**src/rtl/spi_dso_pkg.sv**
```systemverilog
// spi_dso_pkg: DSO SPI peripheral map, device ID and host FSM states shared by the SPI host and its benches.
package spi_dso_pkg;
  localparam logic [7:0] DSO_DEVICE_ID = 8'h91;
  localparam logic [7:0] WRITE_FLAG    = 8'h80;
  localparam logic [2:0] ADC_CFG   = 3'd0;
  localparam logic [2:0] ADC_BUF   = 3'd1;
  localparam logic [2:0] DDS_A_CFG = 3'd2;
  localparam logic [2:0] DDS_B_CFG = 3'd3;
  localparam logic [2:0] DDS_A_TBL = 3'd4;
  localparam logic [2:0] DDS_B_TBL = 3'd5;
  typedef enum logic [2:0] {IDLE, CS_SETUP, SHIFT, CS_HOLD, CS_GAP} state_t;
endpackage

```
**src/rtl/spi_sck_gen.sv**
```systemverilog
// spi_sck_gen: SCK half-period counter; rise/fall/sample strobe the last clk cycle before SCK toggles.
module spi_sck_gen #(
  parameter int CLK_DIV = 8
) (
  input  logic clk,
  input  logic rst_n,
  input  logic cnt_en,
  input  logic tog_en,
  output logic sck_spi,
  output logic tick,
  output logic rise,
  output logic fall,
  output logic sample
);
  logic [7:0] cnt;
  assign tick   = cnt_en && cnt == 8'(CLK_DIV - 1);
  assign rise   = tick && tog_en && !sck_spi;
  assign fall   = tick && tog_en && sck_spi;
  assign sample = fall;
  always_ff @(posedge clk or negedge rst_n) begin
    if (!rst_n) begin
      cnt     <= '0;
      sck_spi <= 1'b0;
    end else begin
      cnt     <= cnt_en && !tick ? cnt + 8'd1 : '0;
      sck_spi <= sck_spi ^ (tick && tog_en);
    end
  end
endmodule

```
**src/rtl/spi_host_master.sv**
```systemverilog
// spi_host_master: SPI mode-0 initiator for one DSO session (command byte, then len payload bytes).
// Define SPI_HOST_ID_CHECK_EN to add the id_error port and the device-ID comparator.
module spi_host_master
  import spi_dso_pkg::*;
#(
  parameter int CLK_DIV  = 8,
  parameter int IDLE_CYC = 16
) (
  input  logic        clk,
  input  logic        rst_n,
  input  logic        start,
  input  logic [7:0]  cmd,
  input  logic [15:0] len,
  output logic        busy,
  output logic        done,
  input  logic [7:0]  tx_data,
  output logic        tx_ready,
  output logic [7:0]  rx_data,
  output logic        rx_valid,
  output logic [7:0]  dev_id,
`ifdef SPI_HOST_ID_CHECK_EN
  output logic        id_error,
`endif
  output logic        ncs_spi,
  output logic        sck_spi,
  output logic        mosi_spi,
  input  logic        miso_spi
);
  localparam int GW = $clog2(IDLE_CYC + 1);
  state_t s, s_nxt;
  logic [7:0] tx_sr, rx_sr, rx_byte;
  logic [2:0] bit_cnt;
  logic [15:0] byte_cnt;
  logic [GW-1:0] gap_cnt;
  logic is_cmd, tick, rise, fall, sample, accept, byte_end;
  assign accept   = s == IDLE && start;
  assign byte_end = fall && bit_cnt == 3'd7;
  assign rx_byte  = {rx_sr[6:0], miso_spi};
  assign mosi_spi = tx_sr[7];
  spi_sck_gen #(.CLK_DIV(CLK_DIV)) u_sck (
    .clk    (clk),
    .rst_n  (rst_n),
    .cnt_en (s inside {CS_SETUP, SHIFT, CS_HOLD}),
    .tog_en (s inside {CS_SETUP, SHIFT}),
    .sck_spi(sck_spi),
    .tick   (tick),
    .rise   (rise),
    .fall   (fall),
    .sample (sample)
  );
  always_ff @(posedge clk or negedge rst_n) begin
    if (!rst_n) s <= IDLE;
    else s <= s_nxt;
  end
  always_comb begin
    s_nxt = s;
    case (s)
      IDLE:     s_nxt = start ? CS_SETUP : IDLE;
      CS_SETUP: s_nxt = rise ? SHIFT : CS_SETUP;
      SHIFT:    s_nxt = byte_end && byte_cnt == '0 ? CS_HOLD : SHIFT;
      CS_HOLD:  s_nxt = tick ? CS_GAP : CS_HOLD;
      CS_GAP:   s_nxt = gap_cnt == GW'(IDLE_CYC - 1) ? IDLE : CS_GAP;
      default:  s_nxt = IDLE;
    endcase
  end
  // The final falling edge of a byte either loads the next payload byte or ends the shift.
  always_ff @(posedge clk or negedge rst_n) begin
    if (!rst_n) begin
      ncs_spi  <= 1'b1;
      busy     <= 1'b0;
      done     <= 1'b0;
      tx_ready <= 1'b0;
      rx_valid <= 1'b0;
      rx_data  <= '0;
      dev_id   <= '0;
      tx_sr    <= '0;
      rx_sr    <= '0;
      bit_cnt  <= '0;
      byte_cnt <= '0;
      gap_cnt  <= '0;
      is_cmd   <= 1'b0;
    end else begin
      ncs_spi  <= s_nxt == IDLE || s_nxt == CS_GAP;
      busy     <= s_nxt != IDLE;
      done     <= s == CS_GAP && s_nxt == IDLE;
      tx_ready <= 1'b0;
      rx_valid <= 1'b0;
      gap_cnt  <= s == CS_GAP ? gap_cnt + GW'(1) : '0;
      if (accept) begin
        tx_sr    <= cmd;
        byte_cnt <= len;
        bit_cnt  <= '0;
        is_cmd   <= 1'b1;
      end
      if (sample) rx_sr <= rx_byte;
      if (fall) begin
        bit_cnt <= bit_cnt + 3'd1;
        tx_sr   <= {tx_sr[6:0], 1'b0};
      end
      if (byte_end && byte_cnt != '0) begin
        tx_sr    <= tx_data;
        byte_cnt <= byte_cnt - 16'd1;
        tx_ready <= 1'b1;
      end
      if (byte_end) begin
        is_cmd <= 1'b0;
        if (is_cmd) dev_id <= rx_byte;
        else begin
          rx_data  <= rx_byte;
          rx_valid <= 1'b1;
        end
      end
    end
  end
`ifdef SPI_HOST_ID_CHECK_EN
  always_ff @(posedge clk or negedge rst_n) begin
    if (!rst_n) id_error <= 1'b0;
    else if (accept) id_error <= 1'b0;
    else if (byte_end && is_cmd && rx_byte != DSO_DEVICE_ID) id_error <= 1'b1;
  end
`endif
endmodule

```
**config.mk**
```make
export PLATFORM = sky130hd
export DESIGN_NAME = spi_host_master
export DESIGN_NICKNAME = d
export VERILOG_FILES = /design/src/rtl/spi_dso_pkg.sv /design/src/rtl/spi_sck_gen.sv /design/src/rtl/spi_host_master.sv
export SDC_FILE = /design/constraint.sdc
export NUM_CORES = 1
export LEC_CHECK = 0
export ABC_AREA = 1
export CORE_MARGIN = 1
export CORE_UTILIZATION = 54
export DETAILED_ROUTE_END_ITERATION = 8
export PLACE_DENSITY = 0.8
export SYNTH_ARGS = -nofsm -noshare
export SYNTH_HDL_FRONTEND = slang
export SYNTH_HIERARCHICAL = 1
export SYNTH_SLANG_ARGS = --single-unit
```
**constraint.sdc**
```tcl
create_clock -name clk -period 2.65 [get_ports clk]
set_clock_uncertainty 0.15 [all_clocks]
set_input_delay 0.53 -clock clk [delete_from_list [all_inputs] [get_ports clk]]
set_output_delay 0.53 -clock clk [all_outputs]
set_load 0.005 [all_outputs]
```
==> results.md, run 1 <==
* Worst Path Arrival at 2.52 ns
* Final wirelength at 7900 microns
* Cell Pwr Density at 458 nW/um^2
* First-pass iteration count of the detailed router at 5
* Vias in the first global route at 3200
* DRC viols at 0
* Die width at approximately 86 microns
* Dpl ws at 0.121 ns
* Diode count at 0
* Worst vdd ir at between 0.2 and 0.25 mV
* Critical Path Source Type: flop
* Largest net degree at the start of global routing at 32
* Result of the run: completed
* Critical Path Sink Type: flop
* Standard-cell row count at 30
* Sequential share of the synthesized area at 48.3%
* Commonest non-fill, non-tap cell in the layout: nand2_1
* Least-Margin Pin Slew at 0.688 ns
* First-pass GRT wire length at 14000 microns
* Leak at 2.28 nW
* Core area at 6790 sq um
* Gate Count Post-Synth at 482
* CP Class: flop to flop
* CP required at 2.74 ns
* Layout Cells excl Fill at 648
* H-tree lvl count at 3
* Total GRT Usage at 24.2%
* Netlist cell types at 35
* Reg power frac at 52.5%
* Crit Path Max Fanout at 18
* Most frequent cells in the layout: 161 x nand2_1, 72 x dfrtp_1, 57 x clkdlybuf4s50_1
* Internal Power at 1.63 mW
* Hold crit path type: primary input to async pin
* Dpl hpwl at roughly 5700 microns
* Die H at 85.7 microns
* Cell Area, Synth at around 3800 sq um
* Cell taking the most area after synthesis: dfrtp_1
* Synth top area cells: dfrtp_1 48%, nand2_1 16%, nand3_1 6.2%
* Ports at 59
* Endpoints failing hold at 0
* Starting DRT DRC Count at 193
* Die area at 7350 sq um
* Final Hold Slack at 0.0607 ns
* Final nets at 591
* Via Count at between 3000 and 4000
* Initial Util at 55.7%
* Initial antenna violation count at 0
* Core Util, Final at 68.8%
* Worst reg2reg path depth at 12
* Drt via density at about 5.2
* Layout cells sized above 1 at 9.24%
* TNS Setup at 0 ns
* Max-cap violations at 0
* Clk pwr share at a little over two fifths
* Synth Register Bits at 73
* Gr ovfl total at 0
* Post-route antenna net violation count at 0
* CTS Sinks at between 70 and 80
* Max-slew violation count at 0
* Net Sw Frac at 23.8%
* Placed cells at 630
* Area delta synth->final at 23.5%
* Final Total Pwr at 2.14 mW
* Yosys top cell area share at 47.6%
* Fill cells at 548
* Cts bufs inserted at 9
* Fin crit share at 91.8%
* CTS tree: built
* Root buffer cell: clkbuf_8
* Setup violators final at 0
* Logic pwr share at 4.5%
* Setup ws final at 0.218 ns
* Syn_nets at 526
* Slew headroom at between 50% and 60%
* Reg clk slew, reported paths at about 0.080 ns
* Clock Path Buffers at 2
* IO Port Bufs at 58
* Unrepaired setup endpoints after global routing: false
* Syn. warnings at 6
* Mean Syn Cell Area at 7.85 sq um
* Dpl cell area at 4440 sq um
* Skew-Pair Late Insertion Delay at 0.35 ns
* Sw Pwr at ~510 uW
* Minimum clock period at 2.43 ns
* WL per Instance at 12.2 microns
* Fmax at 411 MHz
* Design Area, Final at 4680 sq um
* Placer Congestion at 0.963
state kept, by name (all words and copies together) (netlist names):
| signal | cells |
|---|---|
| byte_cnt | 16 |
| is_cmd | 1 |
| s | 3 |
| u_sck/sck_spi | 1 |
| busy | 1 |
| gap_cnt | 5 |
| u_sck/cnt | 8 |
| rx_data | 8 |
| tx_ready | 1 |
| done | 1 |
| dev_id | 8 |
| rx_valid | 1 |
| tx_sr | 8 |
| rx_sr | 7 |
| ncs_spi | 1 |
| bit_cnt | 3 |
power by group through the flow:
stage / Sequential [mW] / Clock, mW / Combinational, mW
final: 1.12 / 0.919 / 0.0973
after global routing: 1.13 / 0.984 / 0.109
after CTS: 1.12 / 0.934 / 0.0996
after detailed placement: 1.15 / 0 / 0.0989
after global placement: 1.15 / 0 / 0.0986
after floorplan: 1.15 / 0 / 0.0142
final timing paths:
path | slack, ns | endpoint | startpoint
min | 0.06 | byte_cnt[4] | rst_n
max | 0.22 | byte_cnt[3] | u_sck/cnt[0]
min in group clk | 0.32 | gap_cnt[0] | gap_cnt[0]
min reg2reg | 0.32 | gap_cnt[0] | gap_cnt[0]
max in group asynchronous | 1.64 | rx_data[1] | rst_n
max reg2reg | 0.22 | byte_cnt[3] | u_sck/cnt[0]
synthesized netlist by cell type:
cell type	count
buf_6	1
or2_2	1
dfstp_2	1
nand3_1	47
dfrtp_1	72
and3_1	1
clkbuf_1	5
o21ai_0	32
ha_1	8
nand2_4	2
nand2_1	162
xnor2_1	1
o21ai_1	2
buf_12	2
nor2_4	2
inv_2	2
o21ai_4	1
o21ai_2	1
clkinv_1	1
a21oi_4	1
xor2_1	5
nor3_1	1
nand2_2	5
buf_2	3
inv_1	39
buf_8	1
nand3b_1	3
buf_4	1
nor2_1	55
a21oi_1	3
o21bai_1	4
nand4_1	8
nor3b_1	2
nand3_2	2
nor2_2	5
cell type report:
cell class                 count  area (sq um)  area share, %
sequential                    73          1830           39.1
multi-input combinational    354          1690           36.2
timing repair buffer          67           668           14.3
inverter                      42           158           3.37
clock buffer                   9           124           2.65
tap                           96           120           2.57
clock inverter                 7          83.8           1.79
critical path, cell delays in order (launching register included):
cell	delay, ns
dfrtp_1	0.42
ha_1	0.26
nand3_2	0.13
nor2_1	0.05
and3_1	0.16
ha_1	0.22
nand2_1	0.18
inv_2	0.12
nand2_4	0.19
buf_4	0.23
nand2_1	0.07
o21ai_1	0.06
o21ai_0	0.08
logic make-up (layout without fill, tap and decap cells):
group                    Yosys count  after routing  share of synthesized area, %
AO/OA/AOI/OAI                     44             44                          6.78
XOR/XNOR                           6              6                          1.39
buffers and inverters             55            125                          7.01
AND/OR/NAND/NOR                  296            296                          33.9
flip-flops                        73             73                          48.3
adder cells (fa/ha/maj)            8              8                          2.64
metal layers:
layer	up-vias	wire length, microns	global-route usage [%]
met2	117	3780	39.6
met5	-	0	0
met1	1566	3530	31.3
met4	0	111	9.39
li1	1661	-	-
met3	14	481	5.77
repair_timing:
action,4_1_cts,5_1_grt
gates resized for setup,0,2
hold buffers,0,0
endpoints found under the setup margin,0,21
buffers inserted,0,2
Power figures use the tool's default switching activity.
==> run 2: changes to the inputs <==
--- a/config.mk
+++ b/config.mk
@@ -7,9 +7,10 @@
 export LEC_CHECK = 0
 export ABC_AREA = 1
 export CORE_MARGIN = 1
-export CORE_UTILIZATION = 54
+export CORE_UTILIZATION = 56
+export CTS_BUF_LIST = sky130_fd_sc_hd__clkbuf_4
 export DETAILED_ROUTE_END_ITERATION = 8
-export PLACE_DENSITY = 0.8
+export PLACE_DENSITY = 0.83
 export SYNTH_ARGS = -nofsm -noshare
 export SYNTH_HDL_FRONTEND = slang
 export SYNTH_HIERARCHICAL = 1
==> results.md, run 2 (same netlist as run 1, synthesis figures left out) <==
* Hold crit path type: flop to flop (was primary input to async pin)
* Max-slew violation count at 0 (unchanged)
* Fill cells at 509 (was 548)
* Result of the run: finished with violations (was completed)
* Die width at 84.2 microns (was 85.7 microns)
* Critical Path Sink Type: flop (unchanged)
* CP Class: flop to flop (unchanged)
* Initial antenna violation count at 0 (unchanged)
* Vias in the first global route at 3093 (was 3200)
* Setup ws final at 0.227 ns (was 0.218 ns)
* Crit Path Max Fanout at 17 (was 18)
* First-pass iteration count of the detailed router at 7 (was 5)
* H-tree lvl count at 3 (unchanged)
* Largest register FFs at 16 (unchanged)
* Die H at 84.2 microns (was 85.7 microns)
* Reg power frac at 57.2% (was 52.5%)
* Net Sw Frac at 24.6% (was 23.8%)
* Commonest non-fill, non-tap cell in the layout: nand2_1 (unchanged)
* CTS Sinks at 73 (unchanged)
* Skew-Pair Late Insertion Delay at 0.43 ns (was 0.35 ns)
* Dpl cell area at 4410 sq um (was 4440 sq um)
* Clock Path Buffers at 2 (unchanged)
* First-pass GRT wire length at 13400 microns (was 14000 microns)
* Ports at 59 (unchanged)
* Worst vdd ir at 0.317 mV (was 0.241 mV)
* WL per Instance at 12.9 microns (was 12.2 microns)
* Leak at 2.27 nW (was 2.28 nW)
* Worst Path Arrival at 2.63 ns (was 2.52 ns)
* Cts bufs inserted at 9 (unchanged)
* Placer Congestion at 0.857 (was 0.963)
* Gr ovfl total at 0 (unchanged)
* TNS Setup at 0 ns (unchanged)
* Final nets at 593 (was 591)
* Design Area, Final at 4610 sq um (was 4680 sq um)
* Diode count at 0 (unchanged)
* Sw Pwr at 484 uW (was 510 uW)
* Total GRT Usage at 23.8% (was 24.2%)
* Fmax at 413 MHz (was 411 MHz)
* CP required at 2.86 ns (was 2.74 ns)
* Final Total Pwr at 1.97 mW (was 2.14 mW)
* Cell Pwr Density at 427 nW/um^2 (was 458 nW/um^2)
* Endpoints failing hold at 0 (unchanged)
* Reg-to-reg setup timing slack at 0.23 ns (was 0.22 ns)
* Core area at 6420 sq um (was 6790 sq um)
* CTS tree: built (unchanged)
* Unrepaired setup endpoints after global routing: false (unchanged)
* Largest Register: byte_cnt (unchanged)
* Reg clk slew, reported paths at 0.13 ns (was 0.08 ns)
* Root buffer cell: clkbuf_4 (was clkbuf_8)
* Dpl hpwl at 5710 microns (was 5700 microns)
* Fin crit share at 91.4% (was 91.8%)
* Most frequent cells in the layout: 161 x nand2_1, 72 x dfrtp_1, 57 x clkdlybuf4s50_1 (unchanged)
* Critical Path Source Type: flop (unchanged)
* Failing checks: design-rule violations
* Starting DRT DRC Count at 215 (was 193)
* Minimum clock period at 2.42 ns (was 2.43 ns)
* Post-route antenna net violation count at 0 (unchanged)
* Dpl ws at 0.171 ns (was 0.121 ns)
* DRC viols at 12 (was 0)
* Drt via density at 5.27 (was 5.18)
* Final wirelength at 8140 microns (was 7900 microns)
* Least-Margin Pin Slew at 0.414 ns (was 0.688 ns)
* Die area at 7090 sq um (was 7350 sq um)
* Max-cap violations at 0 (unchanged)
* Standard-cell row count at 29 (was 30)
* Internal Power at 1.49 mW (was 1.63 mW)
* IO Port Bufs at 58 (unchanged)
* Setup violators final at 0 (unchanged)
* Layout cells sized above 1 at 9.39% (was 9.24%)
* Area delta synth->final at 21.9% (was 23.5%)
* Slew headroom at 72.4% (was 54.1%)
* Logic pwr share at 5.0% (was 4.5%)
* Initial Util at 58.9% (was 55.7%)
* Clk pwr share at 37.9% (was 42.9%)
* Largest net degree at the start of global routing at 74 (was 32)
* Via Count at 3328 (was 3358)
## run 2: routing by layer
layer,vias to the layer above,global-route usage (%),wire length [microns]
met3,18,4.03,456
met2,117,40.5,3920
li1,1665,-,-
met4,0,9.25,153
met1,1528,30.7,3610
met5,-,0,0
## run 2: per-stage QoR
stage               util (%)  hold WS, ns  cells
floorplan                  -       0.0844    482
global route            71.8        0.354    631
CTS                     71.1        0.323    627
detailed placement      68.6        0.306    610
finish                  71.8        0.319    631
global placement        68.6        0.295    610
## run 2: path summary, 6_finish.rpt
path | from | end | depth (start not counted)
worst max-delay path | u_sck/cnt[0] | byte_cnt[5] | 12
worst min-delay path | gap_cnt[0] | gap_cnt[0] | 1
worst max register to register | u_sck/cnt[0] | byte_cnt[5] | 12
worst min register to register | gap_cnt[0] | gap_cnt[0] | 1
max in group asynchronous | rst_n | ncs_spi | 3
min in group asynchronous | rst_n | dev_id[7] | 3
## run 2: critical path, stage by stage (launching register included)
cell     delay [ns]
dfrtp_1        0.43
ha_1           0.26
nand3_2        0.13
nor2_1         0.06
and3_1         0.16
ha_1           0.21
nand2_1        0.19
inv_2          0.11
nand2_4        0.20
nand2_2        0.13
inv_2          0.18
nand2_1        0.08
nand2_1        0.08
## run 2: cell type report
| cell class | count | area (sq um) | share of cell area, % |
|---|---|---|---|
| clock buffer | 9 | 67.6 | 1.46 |
| clock inverter | 7 | 85.1 | 1.84 |
| inverter | 42 | 158 | 3.42 |
| multi-input combinational | 354 | 1690 | 36.7 |
| sequential | 73 | 1830 | 39.6 |
| tap | 77 | 96.3 | 2.09 |
| timing repair buffer | 69 | 686 | 14.9 |
## run 2: repair_timing
item | 4_1_cts | 5_1_grt
hold endpoints to repair | 72 | 0
resized for setup | 0 | 2
hold buffers | 1 | 0
setup buffers | 0 | 4
endpoints found under the setup margin | 0 | 29
## run 2: power groups by stage
stage	sequential, mW	combinational [mW]	clock [mW]
2_1_floorplan	1.15	0.0142	0
3_3_place_gp	1.15	0.0970	0
5_1_grt	1.13	0.109	0.806
4_1_cts	1.13	0.100	0.766
6_report	1.13	0.0976	0.746
3_5_place_dp	1.15	0.0981	0
==> run 3: changes to the inputs <==
--- a/config.mk
+++ b/config.mk
@@ -6,11 +6,11 @@
 export NUM_CORES = 1
 export LEC_CHECK = 0
 export ABC_AREA = 1
+export ABC_CLOCK_PERIOD_IN_PS = 2650
 export CORE_MARGIN = 1
-export CORE_UTILIZATION = 56
+export CORE_UTILIZATION = 38
 export CTS_BUF_LIST = sky130_fd_sc_hd__clkbuf_4
 export DETAILED_ROUTE_END_ITERATION = 8
-export PLACE_DENSITY = 0.83
 export SYNTH_ARGS = -nofsm -noshare
 export SYNTH_HDL_FRONTEND = slang
 export SYNTH_HIERARCHICAL = 1
==> constraint.sdc (replaced) <==
create_clock -name clk -period 2.65 [get_ports clk]
set_clock_uncertainty 0.15 [all_clocks]
set_input_delay 0.6625 -clock clk [delete_from_list [all_inputs] [get_ports clk]]
set_output_delay 0.6625 -clock clk [all_outputs]
set_load 0.005 [all_outputs]
==> results.md, run 3 (same netlist as run 1, synthesis figures left out) <==
* Die H at 102 microns (was 84.2 microns)
* Dpl ws at 0.172 ns (was 0.171 ns)
* Final nets at 592 (was 593)
* Fin crit share at 91.1% (was 91.4%)
* Hold crit path type: primary input to async pin (was flop to flop)
* WL per Instance at 11.7 microns (was 12.9 microns)
* Result of the run: completed (was finished with violations)
* Dpl hpwl at 5890 microns (was 5710 microns)
* Vias in the first global route at 3068 (was 3093)
* Worst r2r src: u_sck/cnt[0] (unchanged)
* Drt via density at 4.72 (was 5.27)
* Fmax at 414 MHz (was 413 MHz)
* Root buffer cell: clkbuf_4 (unchanged)
* Setup ws final at 0.235 ns (was 0.227 ns)
* Max-cap violations at 0 (unchanged)
* Slew headroom at 57.5% (was 72.4%)
* Crit Path Max Fanout at 16 (was 17)
* CTS tree: built (unchanged)
* Critical Path Source Type: flop (unchanged)
* TNS Setup at 0 ns (unchanged)
* Starting DRT DRC Count at 123 (was 215)
* Minimum clock period at 2.41 ns (was 2.42 ns)
* Standard-cell row count at 36 (was 29)
* Total GRT Usage at 17.1% (was 23.8%)
* Placer Congestion at 0.887 (was 0.857)
* Area delta synth->final at 23.2% (was 21.9%)
* Commonest non-fill, non-tap cell in the layout: nand2_1 (unchanged)
* Cts bufs inserted at 9 (unchanged)
* Skew-Pair Late Insertion Delay at 0.42 ns (was 0.43 ns)
* DRC viols at 0 (was 12)
* Unrepaired setup endpoints after global routing: false (unchanged)
* First-pass iteration count of the detailed router at 4 (was 7)
* CP Class: flop to flop (unchanged)
* Core Util, Final at 47.9% (was 71.8%)
* Die area at 10400 sq um (was 7090 sq um)
* Setup violators final at 0 (unchanged)
* Cell Pwr Density at 415 nW/um^2 (was 427 nW/um^2)
* Initial antenna violation count at 0 (unchanged)
* Gr ovfl total at 0 (unchanged)
* Largest net degree at the start of global routing at 29 (was 74)
* Core area at 9730 sq um (was 6420 sq um)
* Most frequent cells in the layout: 160 x nand2_1, 72 x dfrtp_1, 57 x clkdlybuf4s50_1 (was 161 x nand2_1, 72 x dfrtp_1, 57 x clkdlybuf4s50_1)
* Max-slew violation count at 0 (unchanged)
* Reg-to-Reg End: byte_cnt[14] (was byte_cnt[5])
* Endpoints failing hold at 0 (unchanged)
* Reg clk slew, reported paths at 0.12 ns (was 0.13 ns)
* Final wirelength at 8050 microns (was 8140 microns)
* Least-Margin Pin Slew at 0.637 ns (was 0.414 ns)
* H-tree lvl count at 3 (unchanged)
* First-pass GRT wire length at 13700 microns (was 13400 microns)
* Largest Register: byte_cnt (unchanged)
* Critical Path Sink Type: flop (unchanged)
* Reg-to-reg setup timing slack at 0.24 ns (was 0.23 ns)
* CTS Sinks at 73 (unchanged)
* Largest register FFs at 16 (unchanged)
* Via Count at 3238 (was 3328)
* Diode count at 0 (unchanged)
* CP required at 2.82 ns (was 2.86 ns)
* Post-route antenna net violation count at 0 (unchanged)
* Initial Util at 38.9% (was 58.9%)
* Die width at 102 microns (was 84.2 microns)
* Worst vdd ir at 0.187 mV (was 0.317 mV)
* Layout cells sized above 1 at 9.40% (was 9.39%)
* Worst Path Arrival at 2.58 ns (was 2.63 ns)
* IO Port Bufs at 58 (unchanged)
* Worst reg2reg path depth at 12 (unchanged)
* Clock Path Buffers at 2 (unchanged)
* Ports at 59 (unchanged)
* Leak at 2.26 nW (was 2.27 nW)
## run 3: area by class of cell
cell class	instances	area [sq um]
clock buffers	11	82.6
multi-input cells	354	1700
clock inverters	5	55.1
fillers	981	5070
well taps	133	166
flip-flops and latches	73	1830
repair buffers	68	676
inverters	42	158
## run 3: metrics by stage
| stage | hold slack [ns] | cell area (sq um) | std cells | power [mW] |
|---|---|---|---|---|
| 2_1_floorplan | 0.217 | 3780 | 482 | 1.16 |
| 5_1_grt | 0.130 | 4660 | 686 | 2.01 |
| 3_3_place_gp | 0.298 | 4490 | 668 | 1.25 |
| 3_5_place_dp | 0.305 | 4490 | 668 | 1.25 |
| 6_report | 0.0941 | 4660 | 686 | 1.93 |
| 4_1_cts | 0.101 | 4630 | 684 | 1.96 |
## run 3: critical path, stage by stage (launching register included)
cell     delay, ns
dfrtp_1       0.43
ha_1          0.26
nand3_2       0.13
nor2_1        0.06
and3_1        0.16
ha_1          0.19
nand2_1       0.17
inv_2         0.12
nand2_4       0.19
buf_4         0.24
o21ai_0       0.10
nand2_1       0.07
nand2_1       0.05
## run 3: worst max path at each step
stage | from | slack (ns) | endpoint | cells past startpoint
finish | u_sck/cnt[0] | 0.24 | byte_cnt[14] | 12
global route | u_sck/cnt[0] | 0.002 | tx_sr[6] | 11
CTS | u_sck/cnt[0] | 0.14 | tx_sr[2] | 11
detailed placement | u_sck/cnt[0] | 0.17 | byte_cnt[14] | 12
global placement | u_sck/cnt[0] | 0.26 | byte_cnt[14] | 12
floorplan | u_sck/cnt[0] | 0.40 | byte_cnt[3] | 12
## run 3: power by group
group | switching (mW) | total, mW | internal (mW)
Clock | 0.401 | 0.709 | 0.308
Combinational | 0.0404 | 0.0992 | 0.0588
Sequential | 0.00397 | 1.13 | 1.12
Total | 0.445 | 1.93 | 1.49
## run 3: what timing repair did
action,CTS,global route
hold buffers,0,0
endpoints found under the setup margin,0,29
buffers inserted,0,2
resized for setup,0,3
hold endpoints to repair,0,0
## run 3: routing by layer
layer | GRT usage (%) | part of all wire (%) | vias up
met5 | 0 | 0 | -
met4 | 7.80 | 1.2 | 0
met3 | 2.97 | 3.7 | 10
met2 | 27.9 | 47 | 58
met1 | 22.2 | 48 | 1506
li1 | - | - | 1664
